## src/rtl/quick_q_pkg.sv

```systemverilog
// Shared types and defaults for the QuickQ priority-queue core.
package quick_q_pkg;

    localparam int DEPTH_DEF = 8;
    localparam int WIDTH_DEF = 32;

    // Operation reported on mux1_sel for the previous cycle.
    typedef enum logic [1:0] {
        OP_IDLE    = 2'b00,
        OP_ENQ     = 2'b01,
        OP_DEQ     = 2'b10,
        OP_RPL_ERR = 2'b11
    } op_e;

    // Per-cycle command broadcast to every slot cell.
    typedef enum logic [1:0] {
        CELL_HOLD  = 2'b00,  // keep contents
        CELL_INS   = 2'b01,  // insert key, entries above the insertion point move up
        CELL_SHIFT = 2'b10,  // pop head, every entry moves down
        CELL_RPL   = 2'b11   // pop head and insert key into the remaining entries
    } cell_op_e;

endpackage

```

## src/rtl/quick_q_cell.sv

```systemverilog
// One slot of the sorted register array; picks hold / key / left / right.
module quick_q_cell
    import quick_q_pkg::*;
#(
    parameter int WIDTH = WIDTH_DEF,
    parameter bit FIRST = 1'b0
) (
    input  logic             clk,
    input  logic             rst,
    input  cell_op_e         op,
    input  logic [WIDTH-1:0] key,
    input  logic [WIDTH-1:0] left,      // slot of the lower-index neighbour
    input  logic [WIDTH-1:0] right,     // slot of the higher-index neighbour
    input  logic             valid,     // this slot holds a live entry
    input  logic             lt_left,   // key belongs at or before the left neighbour
    input  logic             lt_right,  // key belongs at or before the right neighbour
    output logic [WIDTH-1:0] slot,
    output logic             lt_self    // key belongs at or before this slot
);

    logic [WIDTH-1:0] slot_nxt;

    // Empty slots always accept the key, so the flag chain stays monotonic.
    assign lt_self = ~valid | (key < slot);

    // Select the next slot value from the broadcast command and neighbour flags.
    always_comb begin
        // NOTE: default first so every path assigns slot_nxt and no latch is inferred.
        slot_nxt = slot;
        case (op)
            CELL_INS:   slot_nxt = lt_left ? left : (lt_self ? key : slot);
            CELL_SHIFT: slot_nxt = right;
            // The head is being popped, so its own flag never keeps it in place.
            CELL_RPL:   slot_nxt = (lt_self && !FIRST) ? slot : (lt_right ? key : right);
            default:    slot_nxt = slot;
        endcase
    end

    // Slot register; cleared on reset so unused slots read as 0.
    always_ff @(posedge clk) begin
        // NOTE: the key storage is reset explicitly because empty slots must read 0.
        if (rst) slot <= '0;
        // NOTE: non-blocking assignment for all clocked state.
        else     slot <= slot_nxt;
    end

endmodule

```

## src/rtl/quick_q_core.sv

```systemverilog
// Register-based min-priority queue core with tail eviction for cascading.
module quick_q_core
    import quick_q_pkg::*;
#(
    parameter int DEPTH = DEPTH_DEF,
    parameter int WIDTH = WIDTH_DEF
) (
    input  logic             clk,
    input  logic             rst,
    input  logic             enq,
    input  logic             deq,
    input  logic [WIDTH-1:0] reg_out,
    output logic [WIDTH-1:0] to_register,
    output logic             regenb,
    output logic [WIDTH-1:0] data_lt_o,
    output logic             next_node,
    output logic [1:0]       mux1_sel
);

    localparam int CW = $clog2(DEPTH + 1);

    logic [CW-1:0]    count;
    logic [WIDTH-1:0] slot     [DEPTH];
    logic [WIDTH-1:0] slot_ext [DEPTH+2];  // slots padded with a zero at each end
    logic [DEPTH-1:0] lt;
    logic [DEPTH+1:0] lt_ext;              // flags padded: never before head, always after tail
    logic             empty;
    logic             full;
    cell_op_e         cell_op;

    assign empty = (count == '0);
    assign full  = (count == CW'(DEPTH));

    assign slot_ext[0]       = '0;
    assign slot_ext[DEPTH+1] = '0;
    assign lt_ext            = {1'b1, lt, 1'b0};

    // Translate the request pair into the command every cell applies.
    always_comb begin
        cell_op = CELL_HOLD;
        case ({enq, deq})
            2'b10:   cell_op = CELL_INS;
            2'b01:   cell_op = empty ? CELL_HOLD : CELL_SHIFT;
            2'b11:   cell_op = empty ? CELL_HOLD : CELL_RPL;
            default: cell_op = CELL_HOLD;
        endcase
    end

    for (genvar g = 0; g < DEPTH; g++) begin : g_cell
        assign slot_ext[g+1] = slot[g];

        quick_q_cell #(
            .WIDTH (WIDTH),
            .FIRST (g == 0)
        ) u_cell (
            .clk      (clk),
            .rst      (rst),
            .op       (cell_op),
            .key      (reg_out),
            .left     (slot_ext[g]),
            .right    (slot_ext[g+2]),
            .valid    (count > CW'(g)),
            .lt_left  (lt_ext[g]),
            .lt_right (lt_ext[g+2]),
            .slot     (slot[g]),
            .lt_self  (lt[g])
        );
    end

    // Occupancy count and registered outputs for the operation just performed.
    always_ff @(posedge clk) begin
        if (rst) begin
            count       <= '0;
            to_register <= '0;
            regenb      <= 1'b0;
            data_lt_o   <= '0;
            next_node   <= 1'b0;
            mux1_sel    <= OP_IDLE;
        end else begin
            regenb    <= 1'b0;
            next_node <= 1'b0;
            mux1_sel  <= OP_IDLE;
            case ({enq, deq})
                2'b10: begin
                    mux1_sel <= OP_ENQ;
                    if (full) begin
                        // The larger of the incoming key and the current tail leaves.
                        next_node <= 1'b1;
                        data_lt_o <= lt[DEPTH-1] ? slot[DEPTH-1] : reg_out;
                    end else begin
                        count <= count + CW'(1);
                    end
                end
                2'b01: begin
                    if (empty) begin
                        mux1_sel <= OP_RPL_ERR;
                    end else begin
                        mux1_sel    <= OP_DEQ;
                        regenb      <= 1'b1;
                        to_register <= slot[0];
                        count       <= count - CW'(1);
                    end
                end
                2'b11: begin
                    mux1_sel    <= OP_RPL_ERR;
                    regenb      <= 1'b1;
                    to_register <= empty ? reg_out : slot[0];
                end
                default: ;
            endcase
        end
    end

endmodule

```

## config.mk

```make
export PLATFORM = sky130hd
export DESIGN_NAME = quick_q_core
export DESIGN_NICKNAME = d
export VERILOG_FILES = /design/src/rtl/quick_q_pkg.sv /design/src/rtl/quick_q_cell.sv /design/src/rtl/quick_q_core.sv
export SDC_FILE = /design/constraint.sdc
export NUM_CORES = 2
export LEC_CHECK = 0
export CORE_UTILIZATION = 50
export DETAILED_ROUTE_END_ITERATION = 6
export PLACE_DENSITY = 0.65
export REMOVE_ABC_BUFFERS = 1
export SLEW_MARGIN = 30
export SYNTH_ARGS = -nofsm -noshare
export SYNTH_HDL_FRONTEND = slang
export SYNTH_SLANG_ARGS = --single-unit
```

## constraint.sdc

```tcl
create_clock -name clk -period 3.77 [get_ports clk]
set_input_delay 0.754 -clock clk [delete_from_list [all_inputs] [get_ports clk]]
set_output_delay 0.754 -clock clk [all_outputs]
set_load 0.05 [all_outputs]
```

==> reports/qor.csv <==
metric,value,unit
skew,17.12,ps
synthArstFlopShare,0,
rows,83,
grt_pass1_wl,140800,µm
path_max_fanout,24,
min_period_over_period,0.9777,
drv_cap,0,
io-pin-count,104,
maxSlewViolCount,0,
syn-instance-count,3174,
overflow,0,
worst_pin_slew,824.7,ps
via_count,26120,
fillCellCount,4526,
dp_hpwl,64280,µm
drtIter0Drc,2404,
period_minus_slack,3686,ps
holdWs,467.9,ps
postLayoutCoreUtil,0.6138,
nets,3704,
cts.sinks,328,
p_per_area,491.6,mW/mm²
cts_buffer_depth,3,
slew_headroom,0.4481,
gp_congestion,0.9175,
htree_levels,2,
startpoint_type,input port,
ir_drop,270.1,µV
clockRootBuffer,clkbuf_16,
ys_ff_latch,328,
synth-edff-count,0,
arrival,4160,ps
drtPass1Iterations,6,
die_y,230.9,µm
numCtsBuffers,43,
via_per_inst,6.333,
core-area,0.05151,mm²
slowest_stage,clkdlybuf4s50_1,
yosys_warnings,0,
leakage,13.04,nW
hold_class,reg2reg,
synthDistinctLibCells,78,
crit_top_cell,buf_4,
cts_tree,yes,
status,"finished, final reports clean",
portBuffers,103,
rsz0062_at_grt,no,
crit_type,in2reg,
wl,88110,µm
grt_pass1_vias,25490,
hold_violations,0,
pre_cts_ws,-423.4,ps
drive_above_1_share,0.1762,
worst_ep_required_time,4250,ps
holdBufCountCts,0,
synth_area,0.02620,mm²
setup_violations,0,
avgRoutedWirePerCell,21.36,µm
crit_path_end_kind,register,
synth.avg_cell_area,8.253,µm²
drcViolationCount,0,
max_freq,0.2713,GHz
ant_nets,0,
dieArea,0.05331,mm²
max_stage_delay,640,ps
antenna_found_initial,0,
die_width,230.9,µm
synthFlopType,dfxtp_1,
start_util,0.5086,
grt_max_degree,70,
n_antenna_cell,0,
track_usage,0.3264,
worstSkewPairLatency,580,ps
area_growth,20.70,%
yosysSeqAreaShare,0.2507,
worstPathCellList,clkdlybuf4s50_1 > buf_4 > ha_1 > and4_1 > a221oi_1 > o211ai_1 > a22oi_4 > buf_12 > nor2_1 > a22oi_2 > buf_4 > o22ai_1 > a211oi_1,
clk_pin_slew,60,ps
fin_ws,84.24,ps
cell type report:
type,count,area [µm²],area share
flip-flops and latches,328,6566,0.2077
repair buffers,465,4333,0.1370
well taps,680,850.8,0.02691
inverters,265,994.7,0.03146
clock inverters,5,100.1,0.003166
multi-input cells,2313,17470,0.5524
clock buffers,69,1306,0.04132
power by group:
part | total (mW) | switching (mW) | leakage [nW] | internal, mW
sequential | 4.83 | 0.756 | 2.70 | 4.07
clock | 4.22 | 1.66 | 0.687 | 2.56
combinational | 6.49 | 3.66 | 9.65 | 2.83
total | 15.5 | 6.08 | 13.0 | 9.46
sequential cells by signal (all words and copies together), names as in the netlist:
register and count:
g_cell.u_cell.slot 256, count 4, to_register 32, mux1_sel 2
next_node 1, data_lt_o 32, regenb 1
logic make-up after synthesis:
group,Yosys count,share of synthesized area
DFF,328,0.2507
and+or+nand+nor,561,0.09811
AOI/OAI and AO/OA,1169,0.3141
xor gates and xnor gates,4,0.001338
buffers and inverters,533,0.08755
adders and majority gates,252,0.1204
muxes,327,0.1279
metrics by stage:
step | total power [mW] | cell area (µm²) | TNS, ps | std cells
global route | 16.43 | 31620 | 0 | 4125
floorplan | 8.814 | 24900 | -736900 | 2906
detailed placement | 11.24 | 30190 | -74150 | 4049
finish | 15.54 | 31620 | 0 | 4125
CTS | 15.49 | 31590 | 0 | 4123
global placement | 11.00 | 30190 | -52080 | 4049
timing repair:
item / 4_1_cts / 5_1_grt
setup endpoints to repair: 0 / 18
buffers inserted: 0 / 2
resized for setup: 0 / 2
critical path, delay by kind of cell:
family                   cells  cell delay [ps]
AO/OA/AOI/OAI                6             1510
buffers and inverters        4             1330
AND/OR/NAND/NOR              2              290
adder cells (fa/ha/maj)      1              260
final timing paths:
path,start,to,slack (ps),depth (start not counted)
max,reg_out[13],g_cell[6].u_cell.slot[0],80,13
min,g_cell[6].u_cell.slot[10],g_cell[5].u_cell.slot[10],470,1
max reg2reg,g_cell[6].u_cell.slot[27],g_cell[6].u_cell.slot[6],480,12
min reg2reg,g_cell[6].u_cell.slot[10],g_cell[5].u_cell.slot[10],470,1
cells in the final DEF, fill, tap and decap left out, types with 81 or more instances in the layout:
cell type | Yosys | final
ha_1 | 252 | 252
clkdlybuf4s50_1 | 0 | 101
mux2i_1 | 265 | 265
a211oi_1 | 133 | 133
nor2_1 | 237 | 232
inv_1 | 264 | 263
buf_4 | 23 | 315
dfxtp_1 | 328 | 328
o21ai_0 | 230 | 230
nand2_1 | 168 | 165
a21oi_1 | 248 | 246
o22ai_1 | 81 | 81
Yosys cell counts (11+ instances only):
| master | n | share of area |
|---|---|---|
| dfxtp_1 | 328 | 0.25 |
| mux2i_1 | 265 | 0.10 |
| inv_1 | 264 | 0.038 |
| ha_1 | 252 | 0.12 |
| a21oi_1 | 248 | 0.047 |
| nor2_1 | 237 | 0.034 |
| o21ai_0 | 230 | 0.044 |
| clkbuf_1 | 174 | 0.025 |
| nand2_1 | 168 | 0.024 |
| a211oi_1 | 133 | 0.038 |
| o22ai_1 | 81 | 0.019 |
| o21a_1 | 72 | 0.021 |
| mux2_2 | 62 | 0.027 |
| a21o_1 | 60 | 0.017 |
| buf_2 | 44 | 0.0084 |
| o221ai_1 | 42 | 0.014 |
| o211ai_1 | 36 | 0.010 |
| a211o_1 | 33 | 0.011 |
| nor4_1 | 33 | 0.0079 |
| nand4_1 | 32 | 0.0076 |
| a222oi_1 | 31 | 0.012 |
| a31oi_1 | 27 | 0.0064 |
| a221o_1 | 25 | 0.0096 |
| a221oi_2 | 24 | 0.014 |
| buf_4 | 23 | 0.0066 |
| a211oi_2 | 22 | 0.011 |
| o221a_2 | 22 | 0.0095 |
| nand3_1 | 19 | 0.0036 |
| buf_1 | 12 | 0.0017 |
| a22oi_1 | 11 | 0.0032 |
layer usage:
layer  share of wire  vias to the layer above  GRT usage  routed length, µm
li1                -                    12340          -                  -
met2            0.44                     1012     0.5118              38790
met3           0.077                      165    0.04348               6801
met1            0.45                    12610     0.4556              39850
met4           0.030                        0     0.1151               2672
met5               0                        -          0                  0
(Power assumes the default switching activity.)
